[src/rtl/gray_pkg.sv]
// Purpose: shared Gray-code helpers for the decoder and the encoder tests.
//   gray2bin : Gray -> binary on a zero-extended word (upper zeros do not change the result)
//   popcount : number of set bits, used by the single-bit-step check
package gray_pkg;

    localparam int unsigned STAGES_MAX = 4;
    localparam int unsigned GRAY_W_MAX = 32;
    localparam int unsigned CNT_W      = 6;

    // bin[i] is the XOR of g[MSB:i]
    function automatic logic [GRAY_W_MAX-1:0] gray2bin(input logic [GRAY_W_MAX-1:0] g);
        logic [GRAY_W_MAX-1:0] b;
        b[GRAY_W_MAX-1] = g[GRAY_W_MAX-1];
        for (int i = int'(GRAY_W_MAX) - 2; i >= 0; i--) begin
            b[i] = b[i+1] ^ g[i];
        end
        return b;
    endfunction

    function automatic logic [CNT_W-1:0] popcount(input logic [GRAY_W_MAX-1:0] v);
        logic [CNT_W-1:0] c;
        c = '0;
        for (int i = 0; i < int'(GRAY_W_MAX); i++) begin
            c = c + CNT_W'(v[i]);
        end
        return c;
    endfunction

endpackage

[src/rtl/gray_to_binary_stream_if.sv]
// Purpose: valid/ready stream bundle for the Gray decoder.
//   slave  : decoder view (consumes in_*, produces out_*, sees out_ready)
//   master : environment view (drives in_* and out_ready)
interface gray_to_binary_stream_if #(
    parameter int unsigned N = 8
);
    logic [N-1:0] in_gray;
    logic         in_valid;
    logic         in_ready;
    logic [N-1:0] out_bin;
    logic         out_err;
    logic         out_valid;
    logic         out_ready;

    modport slave (
        input  in_gray, in_valid, out_ready,
        output in_ready, out_bin, out_err, out_valid
    );

    modport master (
        output in_gray, in_valid, out_ready,
        input  in_ready, out_bin, out_err, out_valid
    );
endinterface

[src/rtl/gray_pipe_stage.sv]
// Purpose: one valid/ready register slice carrying a W-bit payload.
//   in_valid/in_data/in_ready    : upstream side (in_ready = this slice loads this cycle)
//   out_valid/out_data/out_ready : downstream side (out_ready = next slice loads / sink drains)
module gray_pipe_stage #(
    parameter int unsigned W = 9
) (
    input  logic         clk,
    input  logic         rst,
    input  logic         in_valid,
    input  logic [W-1:0] in_data,
    output logic         in_ready,
    output logic         out_valid,
    output logic [W-1:0] out_data,
    input  logic         out_ready
);
    logic         valid_q, valid_d;
    logic [W-1:0] data_q,  data_d;

    // Load when empty or when the contents move on this cycle; bubbles collapse.
    assign in_ready = ~valid_q | out_ready;

    always_comb begin
        valid_d = valid_q;
        data_d  = data_q;
        if (in_ready) begin
            valid_d = in_valid;
            // Payload only changes when a real word arrives.
            if (in_valid) begin
                data_d = in_data;
            end
        end
    end

    always_ff @(posedge clk) begin
        if (rst) begin
            valid_q <= 1'b0;
            data_q  <= '0;
        end else begin
            valid_q <= valid_d;
            data_q  <= data_d;
        end
    end

    assign out_valid = valid_q;
    assign out_data  = data_q;

endmodule

[src/rtl/gray_to_binary_stream.sv]
// Purpose: streaming Gray-to-binary decoder with a Gray continuity check.
//   clk, rst : clock and synchronous active-high reset
//   bus      : slave stream port (in_gray/in_valid/in_ready in, out_bin/out_err/out_valid/out_ready out)
// Decode and step check happen before stage 0; {err,bin} then flows through STAGES slices.
// N must not exceed GRAY_W_MAX; STAGES must lie in 1..STAGES_MAX.
module gray_to_binary_stream
    import gray_pkg::*;
#(
    parameter int unsigned N          = 8,
    parameter int unsigned STAGES     = 2,
    parameter bit          ALLOW_HOLD = 1'b1
) (
    input  logic                    clk,
    input  logic                    rst,
    gray_to_binary_stream_if.slave  bus
);
    localparam int unsigned W = N + 1;

    logic [N-1:0]     prev_q, prev_d;
    logic             first_q, first_d;
    logic [N-1:0]     bin_c;
    logic [CNT_W-1:0] diff_cnt;
    logic             step_err;
    logic             in_xfer;

    logic             stg_valid [STAGES+1];
    logic             stg_ready [STAGES+1];
    logic [W-1:0]     stg_data  [STAGES+1];

    // Decode and step check on the incoming word.
    always_comb begin
        bin_c    = N'(gray2bin(GRAY_W_MAX'(bus.in_gray)));
        diff_cnt = popcount(GRAY_W_MAX'(bus.in_gray ^ prev_q));
        // The first word after reset has no predecessor to compare against.
        step_err = ~first_q & ((diff_cnt > CNT_W'(1)) | ((diff_cnt == '0) & ~ALLOW_HOLD));
    end

    assign in_xfer = bus.in_valid & stg_ready[0];

    // Previous-word tracking advances only on accepted words.
    always_comb begin
        prev_d  = prev_q;
        first_d = first_q;
        if (in_xfer) begin
            prev_d  = bus.in_gray;
            first_d = 1'b0;
        end
    end

    always_ff @(posedge clk) begin
        if (rst) begin
            prev_q  <= '0;
            first_q <= 1'b1;
        end else begin
            prev_q  <= prev_d;
            first_q <= first_d;
        end
    end

    // Stage chain: index 0 is the input side, index STAGES the output side.
    assign stg_valid[0]      = bus.in_valid;
    assign stg_data[0]       = {step_err, bin_c};
    assign stg_ready[STAGES] = bus.out_ready;

    for (genvar k = 0; k < STAGES; k++) begin : g_stage
        gray_pipe_stage #(.W(W)) u_stage (
            .clk       (clk),
            .rst       (rst),
            .in_valid  (stg_valid[k]),
            .in_data   (stg_data[k]),
            .in_ready  (stg_ready[k]),
            .out_valid (stg_valid[k+1]),
            .out_data  (stg_data[k+1]),
            .out_ready (stg_ready[k+1])
        );
    end

    assign bus.in_ready               = stg_ready[0];
    assign bus.out_valid              = stg_valid[STAGES];
    assign {bus.out_err, bus.out_bin} = stg_data[STAGES];

endmodule

[src/flat_wrapper.sv]
// flat-port wrapper written by rule: the top's interface ports become plain ports
module gray_to_binary_stream_flat import gray_pkg::*;
#(
    parameter int unsigned N          = 8,
    parameter int unsigned STAGES     = 2,
    parameter bit          ALLOW_HOLD = 1'b1
)
  (clk, rst, bus_in_gray, bus_in_valid, bus_out_ready, bus_in_ready, bus_out_bin, bus_out_err, bus_out_valid);
  gray_to_binary_stream_if #(.N(N)) bus_i ();
  input  logic clk;
  input  logic rst;
  input wire logic [$bits(bus_i.in_gray)-1:0] bus_in_gray;
  input wire logic [$bits(bus_i.in_valid)-1:0] bus_in_valid;
  input wire logic [$bits(bus_i.out_ready)-1:0] bus_out_ready;
  output wire logic [$bits(bus_i.in_ready)-1:0] bus_in_ready;
  output wire logic [$bits(bus_i.out_bin)-1:0] bus_out_bin;
  output wire logic [$bits(bus_i.out_err)-1:0] bus_out_err;
  output wire logic [$bits(bus_i.out_valid)-1:0] bus_out_valid;
  assign bus_i.in_gray = bus_in_gray;
  assign bus_i.in_valid = bus_in_valid;
  assign bus_i.out_ready = bus_out_ready;
  assign bus_in_ready = bus_i.in_ready;
  assign bus_out_bin = bus_i.out_bin;
  assign bus_out_err = bus_i.out_err;
  assign bus_out_valid = bus_i.out_valid;
  gray_to_binary_stream #(.N(N), .STAGES(STAGES), .ALLOW_HOLD(ALLOW_HOLD)) u_core (.clk(clk), .rst(rst), .bus(bus_i));
endmodule
[config.mk]
export PLATFORM = sky130hd
export DESIGN_NAME = gray_to_binary_stream_flat
export DESIGN_NICKNAME = d
export VERILOG_FILES = /design/src/rtl/gray_pkg.sv /design/src/rtl/gray_to_binary_stream_if.sv /design/src/rtl/gray_pipe_stage.sv /design/src/rtl/gray_to_binary_stream.sv /design/src/flat_wrapper.sv
export SDC_FILE = /design/constraint.sdc
export NUM_CORES = 1
export LEC_CHECK = 0
export BUFFER_PORTS_ARGS = -buffer_cell sky130_fd_sc_hd__buf_2
export CORE_MARGIN = 8
export CORE_UTILIZATION = 54
export DETAILED_ROUTE_END_ITERATION = 16
export HOLD_SLACK_MARGIN = 0.08
export PLACE_DENSITY = 0.77
export SYNTH_ARGS = -nofsm -noshare
export SYNTH_HDL_FRONTEND = slang
export SYNTH_SLANG_ARGS = --single-unit
[constraint.sdc]
create_clock -name clk -period 4.8 [get_ports clk]
set_input_delay 0.72 -clock clk [delete_from_list [all_inputs] [get_ports clk]]
set_output_delay 0.72 -clock clk [all_outputs]
set_load 0.005 [all_outputs]
* Word-level counts from Yosys, hierarchy flattened
Cells that the tools add are included.
** Cells by class
- Bitwise logic cells :: 15
- $lt $le $gt $ge :: 1
- $add $sub $neg :: 31
- Reductions and logical operators :: 2
** Operator list (number)
- adder 6 x 1 -> 6 bit (second input constant) :: 24
- adder 6 x 1 -> 6 bit :: 6
- bitwise XOR 8 bit :: 1
- bitwise XOR 1 bit :: 7
- > comparator 6 x 1 -> 1 bit (second input constant) :: 1
- AND reduction 2 bit :: 2
- inverter 1 bit :: 3
- adder 1 x 1 -> 2 bit :: 1
- AND 1 bit :: 2
- bitwise OR 1 bit :: 2
** Word-level totals
- Word-level logic and storage cells :: 55
- Register bits :: 29

* Logic depth before layout (Yosys ltp)
Gate-level depths: netlist of the first run.
- Depth after elaboration :: 34
- Mapped depth :: 13
- Gate-level depth less buffers :: 13

* Cells and area by module
A second synthesis of the first run with hierarchy kept.
** Second synthesis, totals
- Cells, all modules :: 160
- Area total of the unflattened synthesis :: 1594.0 sq um
** By module, submodules not included
- gray_pipe_stage :: area an instance 470.5 sq um, times used 2, cells an instance 45
- gray_to_binary_stream :: area an instance 653.1 sq um, times used 1, cells an instance 70

* Worst setup path after synthesis of the first run
Ideal clock, no wire load.
- Path kind :: input to register
- Start point :: input bus_in_gray[0]
- End point :: register u_core.g_stage[0].u_stage.data_q[8]
- Stages on the path :: 13
- Setup slack :: 1.128 ns
- Library setup time :: 0.070 ns
- Data arrival time :: 3.601 ns
- Cell sequence :: xor2_1 > ha_1 > fa_1 > inv_1 > fa_1 > inv_1 > fa_1 > inv_1 > fa_1 > nor2_1 > a31o_2 > a211o_1 > a21oi_1
** On the way
- Word-level cells in the longest chain between the ends :: 34
** RTL lines
- start: declaration :: RTL line flat_wrapper.sv:12 : input wire logic [$bits(bus_i.in_gray)-1:0] bus_in_gray;
- bitwise XOR 8 bit :: RTL line gray_to_binary_stream.sv:33 : diff_cnt = popcount(GRAY_W_MAX'(bus.in_gray ^ prev_q));
- adder 1 x 1 -> 2 bit :: RTL line gray_pkg.sv:24 : c = c + CNT_W'(v[i]);
- adder 6 x 1 -> 6 bit (30 in series) :: RTL line gray_pkg.sv:24
- > comparator 6 x 1 -> 1 bit :: RTL line gray_to_binary_stream.sv:35 : step_err = ~first_q & ((diff_cnt > CNT_W'(1)) | ((diff_cnt == '0) & ~ALLOW_HOLD));
- AND 1 bit :: RTL line gray_to_binary_stream.sv:35
- end signal: assignment :: RTL line gray_pipe_stage.sv:40 : data_q <= data_d;
- end: declaration :: RTL line gray_pipe_stage.sv:17 : logic [W-1:0] data_q, data_d;
No other way between the ends.
A chain may end at the register's enable or synchronous reset.

* Worst setup path after layout of the first run
- Start point :: input bus_in_gray[1]
- End point :: register u_core.g_stage[0].u_stage.data_q[8]
Same word-level chain as after synthesis.

==> impl_results.md, run 1 <==
* Vert. Die Dim at ~66 um
* Via-per-instance ratio at 5.24
* HP Class: reg2reg
* Number of clock sinks seen by CTS at 28
* Core area at around 2400 um^2
* Setup WS pre-CTS at just under 900 ps
* Final setup vio count at 0
* Largest net degree at the start of global routing at 31
* Count of flip-flops with a built-in enable after synthesis at 0
* Leakage at approximately 0.00074 uW
* Number of violations reported at the end of detailed-routing iteration 0 at slightly below 50
* Launching element type of the critical path: input pin
* Type of the setup path with the least slack: in2reg
* Crit path DAT at between 3000 and 4000 ps
* Achievable Freq at around 0.28 GHz
* Synth Cell Area at around 1300 um^2
* Number of nets in the layout at roughly 180
* Prevailing post-synth register cell: dfxtp_1
* ANT cells at 0
* Relative max-transition margin at ~30%
* Setup TNS after final layout at 0 ps
* Cell with the most instances after synthesis: dfxtp_1
* Yosys Warn Count at 0
* Crit. End Element: flop
* Final critical-path required period at ~3600 ps
* Worst R2R Path Depth at 13
* Starting Density at a little under three fifths
* Footprint of the multi-input gates at 723 um^2
* Number of pins exceeding their max-slew limit in the final report at 0
* Buffers from clock root to sink, at most at 2
* Total Power at between 500 and 600 uW
* Layout area overhead at 12.6%
* Number of instances resized during post-cts repair at 0
* Mean instance size in the synthesized netlist at approximately 9.4 um^2
* TritonCTS clock tree: done
* Sequential element share of the synthesized area at 41.7%
* Power density over the cells at between 300 and 400 nW/um^2
* Syn Inst Count at roughly 140
* Number of rows in the core area at 18
* Run status: finished, final reports clean
* Post-synth top area share at about two fifths
* Slew @ Worst Pin at roughly 1000 ps
* Number of antenna violations at the first check in global routing at 0
* Worst hold path cell count at 2
* Largest cells by area after synthesis: dfxtp_1, mux2i_1, fa_1, nand2_1, a21oi_1
* Hold-fix buffers at CTS at 0
* Synthesized net count at 162
* Highest fanout seen on the critical path at 5
* Part of the cycle the worst path needs at 74.1%
* Reg clk slew, reported paths at 160 ps
* Residual antenna-violating net count after detailed routing at 0
* Ratio of cells with drive above 1 in the final layout at 19.3%
* Hold_ws at about 470 ps
* H-tree depth reported by CTS at 1
* Total global routing track utilization at between 10% and 20%
* Routability-driven placement congestion ratio at about 0.76
* Post-CTS Setup Inserts at 0
* Final hold violation count at 0
* Final worst-path setup slack at around 1200 ps
* Worst-Skew Late Latency at around 330 ps
* Proportion of register bits with asynchronous set or reset after synthesis at 0%
* Layout Skew at roughly 8.7 ps
* Global-route wire length before repair at between 4000 and 5000 um
* Distinct cell type count after synthesis at 30
* Die Span X at between 60 and 70 um
* Root Driver: clkbuf_4
* Wirelength, routed at roughly 2500 um
* Final HPWL from detailed placement at 1840 um
* Count of maximum capacitance violations at 0
* Remaining DRCs at 0
* Die ar. at 4340 um^2
* Filler cell count in the final layout at between 200 and 250
* Routed wirelength normalized by instance count at ~13 um
* FF/Latch Area at roughly 560 um^2
* Via count of the first global-routing pass at around 1100
* TritonCTS buffer count at 3
* Global-route congestion overflow total at 0
* Unrepaired setup endpoints after global routing: false
* Cell type contributing the most total cell area after synthesis: dfxtp_1
* Total vias in the final route at ~1000
* Post-synth top cells: dfxtp_1, nand2_1, nor2_1, a21oi_1, mux2i_1
* Worst VDD drop at 0.182 mV
* I/O pin count at 23
* Count of input and output buffers at 22
* Seq cells post-synth at 28
* Drt first pass iters at 4
* Required time of the critical path at a little over 5000 ps
==> cells in the final DEF (no fill, tap or decap) <==
cell,Yosys,final
nand2_1,21,21
mux2i_1,9,9
dfxtp_1,28,28
a211o_1,1,1
fa_1,4,4
inv_1,8,8
nand2_2,1,1
a21oi_1,13,13
nand2b_1,1,1
nor3b_1,1,1
a211oi_1,3,3
xor2_1,7,7
xnor3_2,1,1
nor2b_1,1,1
nor4b_2,1,1
o21ai_1,1,1
xnor3_1,1,1
nor2_1,17,17
nand3b_1,1,1
ha_1,3,3
and2_1,1,1
a31o_2,1,1
clkbuf_4,0,3
buf_2,1,22
xor3_2,1,1
xnor2_1,6,6
a21o_1,1,1
a311o_1,1,1
bufinv_16,0,1
nor3_1,1,1
==> state kept, by name, summed over array words and instances, names as in the netlist <==
register / count
u_core.g_stage.u_stage.out_data: 18
u_core.g_stage.u_stage.out_valid: 2
u_core.first_q: 1
u_core.prev_q: 7
==> per-layer routing <==
layer	global-route usage (%)	up-vias	part of all wire (%)
met5	0	-	0
met2	23.8	28	48
met1	13.8	466	44
li1	-	501	-
met3	2.71	6	6.6
met4	3.27	0	0.75
==> critical path, cell delays in order <==
cell and delay, ps:
buf_2 130, xor2_1 140, ha_1 300, fa_1 540
inv_1 50, fa_1 530, inv_1 60, fa_1 430
inv_1 80, fa_1 180, nor2_1 40, a31o_2 230
a211o_1 290, a21oi_1 110
==> stage by stage <==
stage               util [%]  instance area [um^2]  cells
floorplan                  -                  1350    143
detailed placement      60.6                  1460    187
CTS                     62.8                  1510    191
global route            62.8                  1510    191
finish                  62.8                  1510    191
global placement        60.6                  1460    187
==> power breakdown <==
| group | internal (uW) | switching (uW) | total [uW] |
|---|---|---|---|
| Clock | 84.5 | 72.2 | 157 |
| Sequential | 248 | 8.49 | 257 |
| Combinational | 64.6 | 70.6 | 135 |
==> cell type report <==
class | count | area share [%]
multi-input cells | 99 | 47.8
flip-flops and latches | 28 | 37.0
repair buffers | 22 | 7.27
well taps | 30 | 2.48
clock inverters | 1 | 1.98
inverters | 8 | 1.98
clock buffers | 3 | 1.49
==> cell families after synthesis <==
| logic type | share of synthesized area, % |
|---|---|
| fa+ha+maj | 8.74 |
| compound gates | 9.49 |
| flops | 41.7 |
| xor+xnor | 13.8 |
| mux | 6.70 |
| simple gates | 15.1 |
| buf+inv | 4.56 |
==> worst paths after layout <==
| path | startpoint | slack, ps | endpoint |
|---|---|---|---|
| hold / removal | u_core.g_stage[0].u_stage.out_data[5] | 470 | u_core.g_stage[0].u_stage.out_data[5] |
| setup reg to reg | u_core.prev_q[0] | 1390 | u_core.g_stage[0].u_stage.out_data[8] |
| hold reg to reg | u_core.g_stage[0].u_stage.out_data[5] | 470 | u_core.g_stage[0].u_stage.out_data[5] |
| setup / recovery | bus_in_gray[1] | 1240 | u_core.g_stage[0].u_stage.out_data[8] |
Power figures use the tool's default switching activity.
==> inputs of run 2 (changes only) <==
- CORE_UTILIZATION: 54 -> 49
- PLACE_DENSITY: 0.77 -> 0.74
- clock period: 4.8 -> 3 ns (I/O delays scaled with it)
==> impl_results.md, run 2 (synthesis results as in run 1) <==
* Worst VDD drop at 0.349 mV (was 0.182 mV)
* Filler cell count in the final layout at 250 (was 207)
* Drt first pass iters at 4 (unchanged)
* Comb power frac at 25.6% (was 24.6%)
* Achievable Freq at around 0.31 GHz
* Type of the setup path with the least slack: reg2reg (was in2reg)
* Routed wirelength normalized by instance count at 12.6 um (was 13.3 um)
* Instance count after placement with tap cells included at 193 (was 187)
* Run status: complete, but fails checks (was finished, final reports clean)
* Global-route congestion overflow total at 0 (unchanged)
* Worst hold path cell count at 3 (was 2)
* Failing checks: setup timing
* Footprint of the multi-input gates at 728 um^2 (was 723 um^2)
* Setup TNS after final layout at -201 ps (was 0 ps)
* Unrepaired setup endpoints after global routing: true (was false)
* Crit path DAT at 3470 ps (was 3830 ps)
* Vert. Die Dim at 68.4 um (was 65.9 um)
* H-tree depth reported by CTS at 1 (unchanged)
* Destination of the worst hold path: u_core.g_stage[0].u_stage.out_valid (was u_core.g_stage[0].u_stage.out_data[5])
* Final critical-path required period at about 3200 ps
* TritonCTS clock tree: done (unchanged)
* Wirelength, routed at 2490 um (was 2550 um)
* Number of flip-flops in the largest register at 18 (unchanged)
* Origin of the worst min-delay path: bus_in_valid (was u_core.g_stage[0].u_stage.out_data[5])
* Slew @ Worst Pin at 634 ps (was 1040 ps)
* Root Driver: clkbuf_4 (unchanged)
* Final hold violation count at 0 (unchanged)
* Die Span X at 68.4 um (was 65.9 um)
* Number of nets in the layout at 186 (was 181)
* Total Power at 882 uW (was 549 uW)
* Register share of total power at 46.7% (was 46.8%)
* Starting Density at 50.1% (was 55.8%)
* Required time of the critical path at 3270 ps (was 5070 ps)
* Part of the cycle the worst path needs at 107%
* Reg clk slew, reported paths at 150 ps (was 160 ps)
* Reported net switching power at 237 uW (was 151 uW)
* Die ar. at 4680 um^2 (was 4340 um^2)
* Power density over the cells at 565 nW/um^2 (was 362 nW/um^2)
* Number of clock sinks seen by CTS at 28 (unchanged)
* Crit. End Element: flop (unchanged)
* Total global routing track utilization at 11.5% (was 12.6%)
* Layout area overhead at 16.0% (was 12.6%)
* Crit Reg-Reg Startpoint: u_core.prev_q[1] (was u_core.prev_q[0])
* Relative max-transition margin at 57.7% (was 30.0%)
* Placed inst area at 1510 um^2 (was 1460 um^2)
* Ratio of cells with drive above 1 in the final layout at 25.3% (was 19.3%)
* Setup WS pre-CTS at -439 ps (was 868 ps)
* Leakage at 0.000755 uW (was 0.000736 uW)
* Routability-driven placement congestion ratio at 0.697 (was 0.759)
* Final worst-path setup slack at -201 ps (was 1240 ps)
* Count of maximum capacitance violations at 0 (unchanged)
* I/O pin count at 23 (unchanged)
* Number of rows in the core area at 19 (was 18)
* Total vias in the final route at 1006 (was 1001)
* Highest fanout seen on the critical path at 2 (was 5)
* Final HPWL from detailed placement at 1870 um (was 1840 um)
* ANT cells at 0 (unchanged)
* FF/Latch Area at 563 um^2 (was 561 um^2)
* Buffers from clock root to sink, at most at 2 (unchanged)
* Switch share at 26.9% (was 27.6%)
* Leading cell type in the layout, fill and taps excluded: dfxtp_1 (unchanged)
* Core area at 2690 um^2 (was 2410 um^2)
* Number of antenna violations at the first check in global routing at 0 (unchanged)
* Launching element type of the critical path: flop (was input pin)
* TritonCTS buffer count at 3 (unchanged)
* Via count of the first global-routing pass at 1007 (was 1052)
* Commonest cells after routing, fill and taps aside: dfxtp_1, buf_2, nand2_1 (unchanged)
* Register-to-register setup slack at -200 ps (was 1390 ps)
* HP Class: in2reg (was reg2reg)
* Capture point of the worst reg-to-reg path: u_core.g_stage[0].u_stage.out_data[8] (unchanged)
* Number of pins exceeding their max-slew limit in the final report at 0 (unchanged)
* Final instance area at 1560 um^2 (was 1510 um^2)
* Layout Cells excl Fill at 197 (was 191)
* Worst-Skew Late Latency at 330 ps (about the same)
* Layout Skew at 5.35 ps (was 8.66 ps)
* Remaining DRCs at 0 (unchanged)
* Residual antenna-violating net count after detailed routing at 0 (unchanged)
* Final setup vio count at 1 (was 0)
* Count of input and output buffers at 22 (unchanged)
* Via-per-instance ratio at 5.11 (was 5.24)
* Worst R2R Path Depth at 13 (unchanged)
* Number of violations reported at the end of detailed-routing iteration 0 at 34 (was 49)
* Largest net degree at the start of global routing at 31 (unchanged)
* Global-route wire length before repair at 4110 um (was 4420 um)
* Clock network power share at 27.7% (was 28.6%)
* Internal cell power at 645 uW (was 397 uW)
[run 2: critical path, stage by stage (launching register included)]
cell     delay [ps]
dfxtp_2         350
xor2_1          130
ha_1            300
fa_1            480
inv_1            50
fa_1            450
inv_2            70
fa_2            190
inv_2            40
fa_2            330
nor2b_1         140
a31o_2          210
a211o_1         290
a21oi_1         110
[run 2: area by class of cell]
cell class              instances  share of cell area, %
multi-input cells              99                   46.7
flip-flops and latches         28                   36.1
inverters                       8                   1.92
well taps                      31                   2.49
clock inverters                 1                   1.92
clock buffers                   3                   1.44
repair buffers                 27                   9.46
[run 2: worst max-delay path by stage]
stage	cells past startpoint	to	from	slack [ps]
floorplan	13	u_core.g_stage[0].u_stage.out_data[8]	bus_in_gray[1]	-210
global placement	14	u_core.g_stage[0].u_stage.out_data[8]	bus_in_gray[1]	-360
detailed placement	14	u_core.g_stage[0].u_stage.out_data[8]	bus_in_gray[1]	-440
CTS	13	u_core.g_stage[0].u_stage.out_data[8]	u_core.prev_q[1]	-210
global route	13	u_core.g_stage[0].u_stage.out_data[8]	u_core.prev_q[1]	-330
finish	13	u_core.g_stage[0].u_stage.out_data[8]	u_core.prev_q[1]	-200
[run 2: metrics by stage]
step	hold WS [ps]	util, %
6_report	367	58.1
4_1_cts	351	58.1
3_3_place_gp	444	56.0
2_1_floorplan	428	-
5_1_grt	340	58.1
3_5_place_dp	453	56.0
[run 2: repair_timing]
action / 4_1_cts / 5_1_grt
gates resized for setup: 2 / 0
setup endpoints to repair: 1 / 1
pin swaps: 2 / 0
hold buffers: 0 / 0
setup buffers: 0 / 0
[run 2: metal layers]
metal  up-vias  GRT usage (%)  wire length, um
li1        510              -                -
met1       471           12.9             1140
met3         5           2.78              125
met5         -              0                0
met4         0           4.60               40
met2        20           20.2             1180
[run 2: power by group through the flow]
stage	logic [uW]	registers [uW]	clock network, uW
4_1_cts	229	412	253
6_report	226	412	244
5_1_grt	262	415	266
3_5_place_dp	228	420	0
2_1_floorplan	174	417	0
3_3_place_gp	215	418	0
==> inputs of run 3 (changes only) <==
- ABC_AREA: default -> 1
==> impl_results.md, run 3 <==
* Slowest Stage Delay on Critical Path at 490 ps (was 480 ps)
* Starting Density at 50.6% (was 50.1%)
* Highest fanout seen on the critical path at 2 (unchanged)
* Core area at 2710 um^2 (was 2690 um^2)
* Worst-Skew Late Latency at 330 ps (about the same)
* I/O pin count at 23 (unchanged)
* Wirelength, routed at 2680 um (was 2490 um)
* Routability-driven placement congestion ratio at 0.770 (was 0.697)
* HP Class: in2reg (unchanged)
* Core Util, Final at 58.3% (was 58.1%)
* Crit path DAT at 3400 ps (was 3470 ps)
* Number of nets in the layout at 208 (was 186)
* Die ar. at 4750 um^2 (was 4680 um^2)
* Final worst-path setup slack at -133 ps (was -201 ps)
* Buffers from clock root to sink, at most at 2 (unchanged)
* Syn Inst Count at 163 (was 143)
* Total global routing track utilization at 12.3% (was 11.5%)
* Number of clock sinks seen by CTS at 28 (unchanged)
* Number of violations reported at the end of detailed-routing iteration 0 at 70 (was 34)
* Hold-fix buffers at CTS at 0 (unchanged)
* Layout Cells excl Fill at 219 (was 197)
* Count of input and output buffers at 22 (unchanged)
* Synthesized net count at 182 (was 162)
* Clock network power share at 21.7% (was 27.7%)
* Required time of the critical path at 3270 ps (about the same)
* Via-per-instance ratio at 5.06 (was 5.11)
* Failing checks: setup timing (unchanged)
* Cell type contributing the most total cell area after synthesis: dfxtp_1 (unchanged)
* Layout area overhead at 15.0% (was 16.0%)
* Type of the setup path with the least slack: reg2reg (unchanged)
* Internal cell power at 576 uW (was 645 uW)
* Count of maximum capacitance violations at 0 (unchanged)
* Switch share at 31.2% (was 26.9%)
* Unrepaired setup endpoints after global routing: true (unchanged)
* Leading cell type in the layout, fill and taps excluded: dfxtp_1 (unchanged)
* Slew @ Worst Pin at 556 ps (was 634 ps)
* Proportion of register bits with asynchronous set or reset after synthesis at 0% (unchanged)
* Largest cells by area after synthesis: dfxtp_1, fa_1, o21ai_0, nor2_1, nand2_1 (was dfxtp_1, mux2i_1, fa_1, nand2_1, a21oi_1)
* Via count of the first global-routing pass at 1072 (was 1007)
* Final HPWL from detailed placement at 2070 um (was 1870 um)
* Commonest cells after routing, fill and taps aside: dfxtp_1, buf_2, nor2_1 (was dfxtp_1, buf_2, nand2_1)
* Comb power frac at 28.7% (was 25.6%)
* Number of antenna violations at the first check in global routing at 0 (unchanged)
* Filler cell count in the final layout at 252 (was 250)
* Cell with the most instances after synthesis: dfxtp_1 (unchanged)
* Leakage at 0.000759 uW (was 0.000755 uW)
* Number of flip-flops in the largest register at 18 (unchanged)
* Instance count after placement with tap cells included at 215 (was 193)
* Ratio of cells with drive above 1 in the final layout at 29.3% (was 25.3%)
* Crit. End Element: flop (unchanged)
* Global-route congestion overflow total at 0 (unchanged)
* Residual antenna-violating net count after detailed routing at 0 (unchanged)
* Register share of total power at 49.6% (was 46.7%)
* Vert. Die Dim at 68.9 um (was 68.4 um)
* Die Span X at 68.9 um (was 68.4 um)
* Setup WS pre-CTS at -335 ps (was -439 ps)
* Count of flip-flops with a built-in enable after synthesis at 0 (unchanged)
* Achievable Freq at 0.319 GHz (was 0.312 GHz)
* Final critical-path required period at 3130 ps (was 3200 ps)
* Post-synth top cells: dfxtp_1, nor2_1, nand2_1, inv_1, o21ai_0 (was dfxtp_1, nand2_1, nor2_1, a21oi_1, mux2i_1)
* Number of pins exceeding their max-slew limit in the final report at 0 (unchanged)
* Part of the cycle the worst path needs at 104% (was 107%)
* Total vias in the final route at 1108 (was 1006)
* Remaining DRCs at 0 (unchanged)
* Yosys Warn Count at 0 (unchanged)
* Mean instance size in the synthesized netlist at 8.42 um^2 (was 9.41 um^2)
* Seq cells post-synth at 28 (unchanged)
* Global-route wire length before repair at 4480 um (was 4110 um)
* TritonCTS clock tree: done (unchanged)
* Synth Cell Area at 1370 um^2 (was 1350 um^2)
* H-tree depth reported by CTS at 1 (unchanged)
* Ordered list of cells on the worst path: xor2_2, ha_1, fa_1, inv_1, fa_1, inv_1, fa_2, inv_2, fa_2, o211ai_1, nand3_1, a21oi_2 (was xor2_1, ha_1, fa_1, inv_1, fa_1, inv_2, fa_2, inv_2, fa_2, nor2b_1, a31o_2, a211o_1, a21oi_1)
* Post-CTS Setup Inserts at 0 (unchanged)
* TritonCTS buffer count at 3 (unchanged)
* Worst VDD drop at 0.316 mV (was 0.349 mV)
* Worst path buffer plus inverter count at 3 (unchanged)
* Post-synth top area share at 40.8% (was 41.7%)
* Root Driver: clkbuf_4 (unchanged)
* Max stage delay cell, worst path: fa_1 (unchanged)
* Sequential element share of the synthesized area at 40.8% (was 41.7%)
* Reported net switching power at 261 uW (was 237 uW)
* Hold_ws at 373 ps (was 367 ps)
* Final setup vio count at 1 (unchanged)
* Power density over the cells at 530 nW/um^2 (was 565 nW/um^2)
* Drt first pass iters at 5 (was 4)
* Routed wirelength normalized by instance count at 12.2 um (was 12.6 um)
* Kind of cell adding the most delay to the critical path: adder cells (unchanged)
* Prevailing post-synth register cell: dfxtp_1 (unchanged)
* Final hold violation count at 0 (unchanged)
* Launching element type of the critical path: flop (unchanged)
* Reg clk slew, reported paths at 140 ps (was 150 ps)
* Layout Skew at 6.14 ps (was 5.35 ps)
* Run status: complete, but fails checks (unchanged)
* Relative max-transition margin at 62.9% (was 57.7%)
* Distinct cell type count after synthesis at 26 (was 30)
* ANT cells at 0 (unchanged)
* Largest net degree at the start of global routing at 28 (was 31)
* Number of rows in the core area at 19 (unchanged)
run 3: changes by cell type after synthesis, moves of 4 or more:
cell,before,now
o21ai_0,0,16
inv_1,8,17
mux2i_1,9,0
nand3_2,0,6
inv_2,0,4
nand3_1,0,4
o211ai_1,0,4
xnor2_1,6,2
run 3: cell type report:
type / instances / area (um^2) / share of cell area (%)
multi-input combinational: 110 / 729 / 46.2
timing repair buffer: 25 / 133 / 8.40
clock buffer: 4 / 36.3 / 2.30
inverter: 21 / 78.8 / 4.99
sequential: 28 / 563 / 35.7
tap: 31 / 38.8 / 2.46
run 3: power by group through the flow:
stage | clock network, uW | logic [uW] | registers, uW
floorplan | 0 | 173 | 422
global placement | 0 | 219 | 422
detailed placement | 0 | 237 | 423
CTS | 188 | 237 | 415
global route | 204 | 278 | 420
finish | 182 | 240 | 416
run 3: worst paths after layout:
kind	from	slack [ps]	cells after the start	to
worst max-delay path	u_core.prev_q[0]	-130	12	u_core.g_stage[0].u_stage.out_data[8]
worst min register to register	u_core.g_stage[1].u_stage.out_data[6]	490	2	u_core.g_stage[1].u_stage.out_data[6]
worst max register to register	u_core.prev_q[0]	-130	12	u_core.g_stage[0].u_stage.out_data[8]
worst min-delay path	rst	370	2	u_core.g_stage[0].u_stage.out_data[1]
run 3: metrics by stage:
step	cell area, um^2	power [uW]	setup TNS [ps]
after floorplan	1380	595	-42.7
after global placement	1530	640	-219
after detailed placement	1530	660	-335
after CTS	1570	841	-103
after global routing	1580	902	-246
final	1580	837	-133
run 3: repair_timing:
| item | CTS | global route |
|---|---|---|
| pin swaps | 1 | 4 |
| resized for setup | 2 | 3 |
| endpoints found under the setup margin | 1 | 1 |
run 3: routing by layer:
layer | routed length [um] | GRT usage [%] | part of all wire, %
met2 | 1310 | 21.2 | 49
met5 | 0 | 0 | 0
met1 | 1170 | 14.0 | 44
met4 | 74 | 6.77 | 2.8
met3 | 126 | 2.26 | 4.7
run 3: kinds of logic after synthesis:
group / Yosys count / synth area share [%]
AND/OR/NAND/NOR: 57 / 23.3
AO/OA/AOI/OAI: 38 / 15.0
flip-flops: 28 / 40.8
buffers and inverters: 25 / 7.20
XOR/XNOR: 8 / 5.11
adder cells (fa/ha/maj): 7 / 8.57
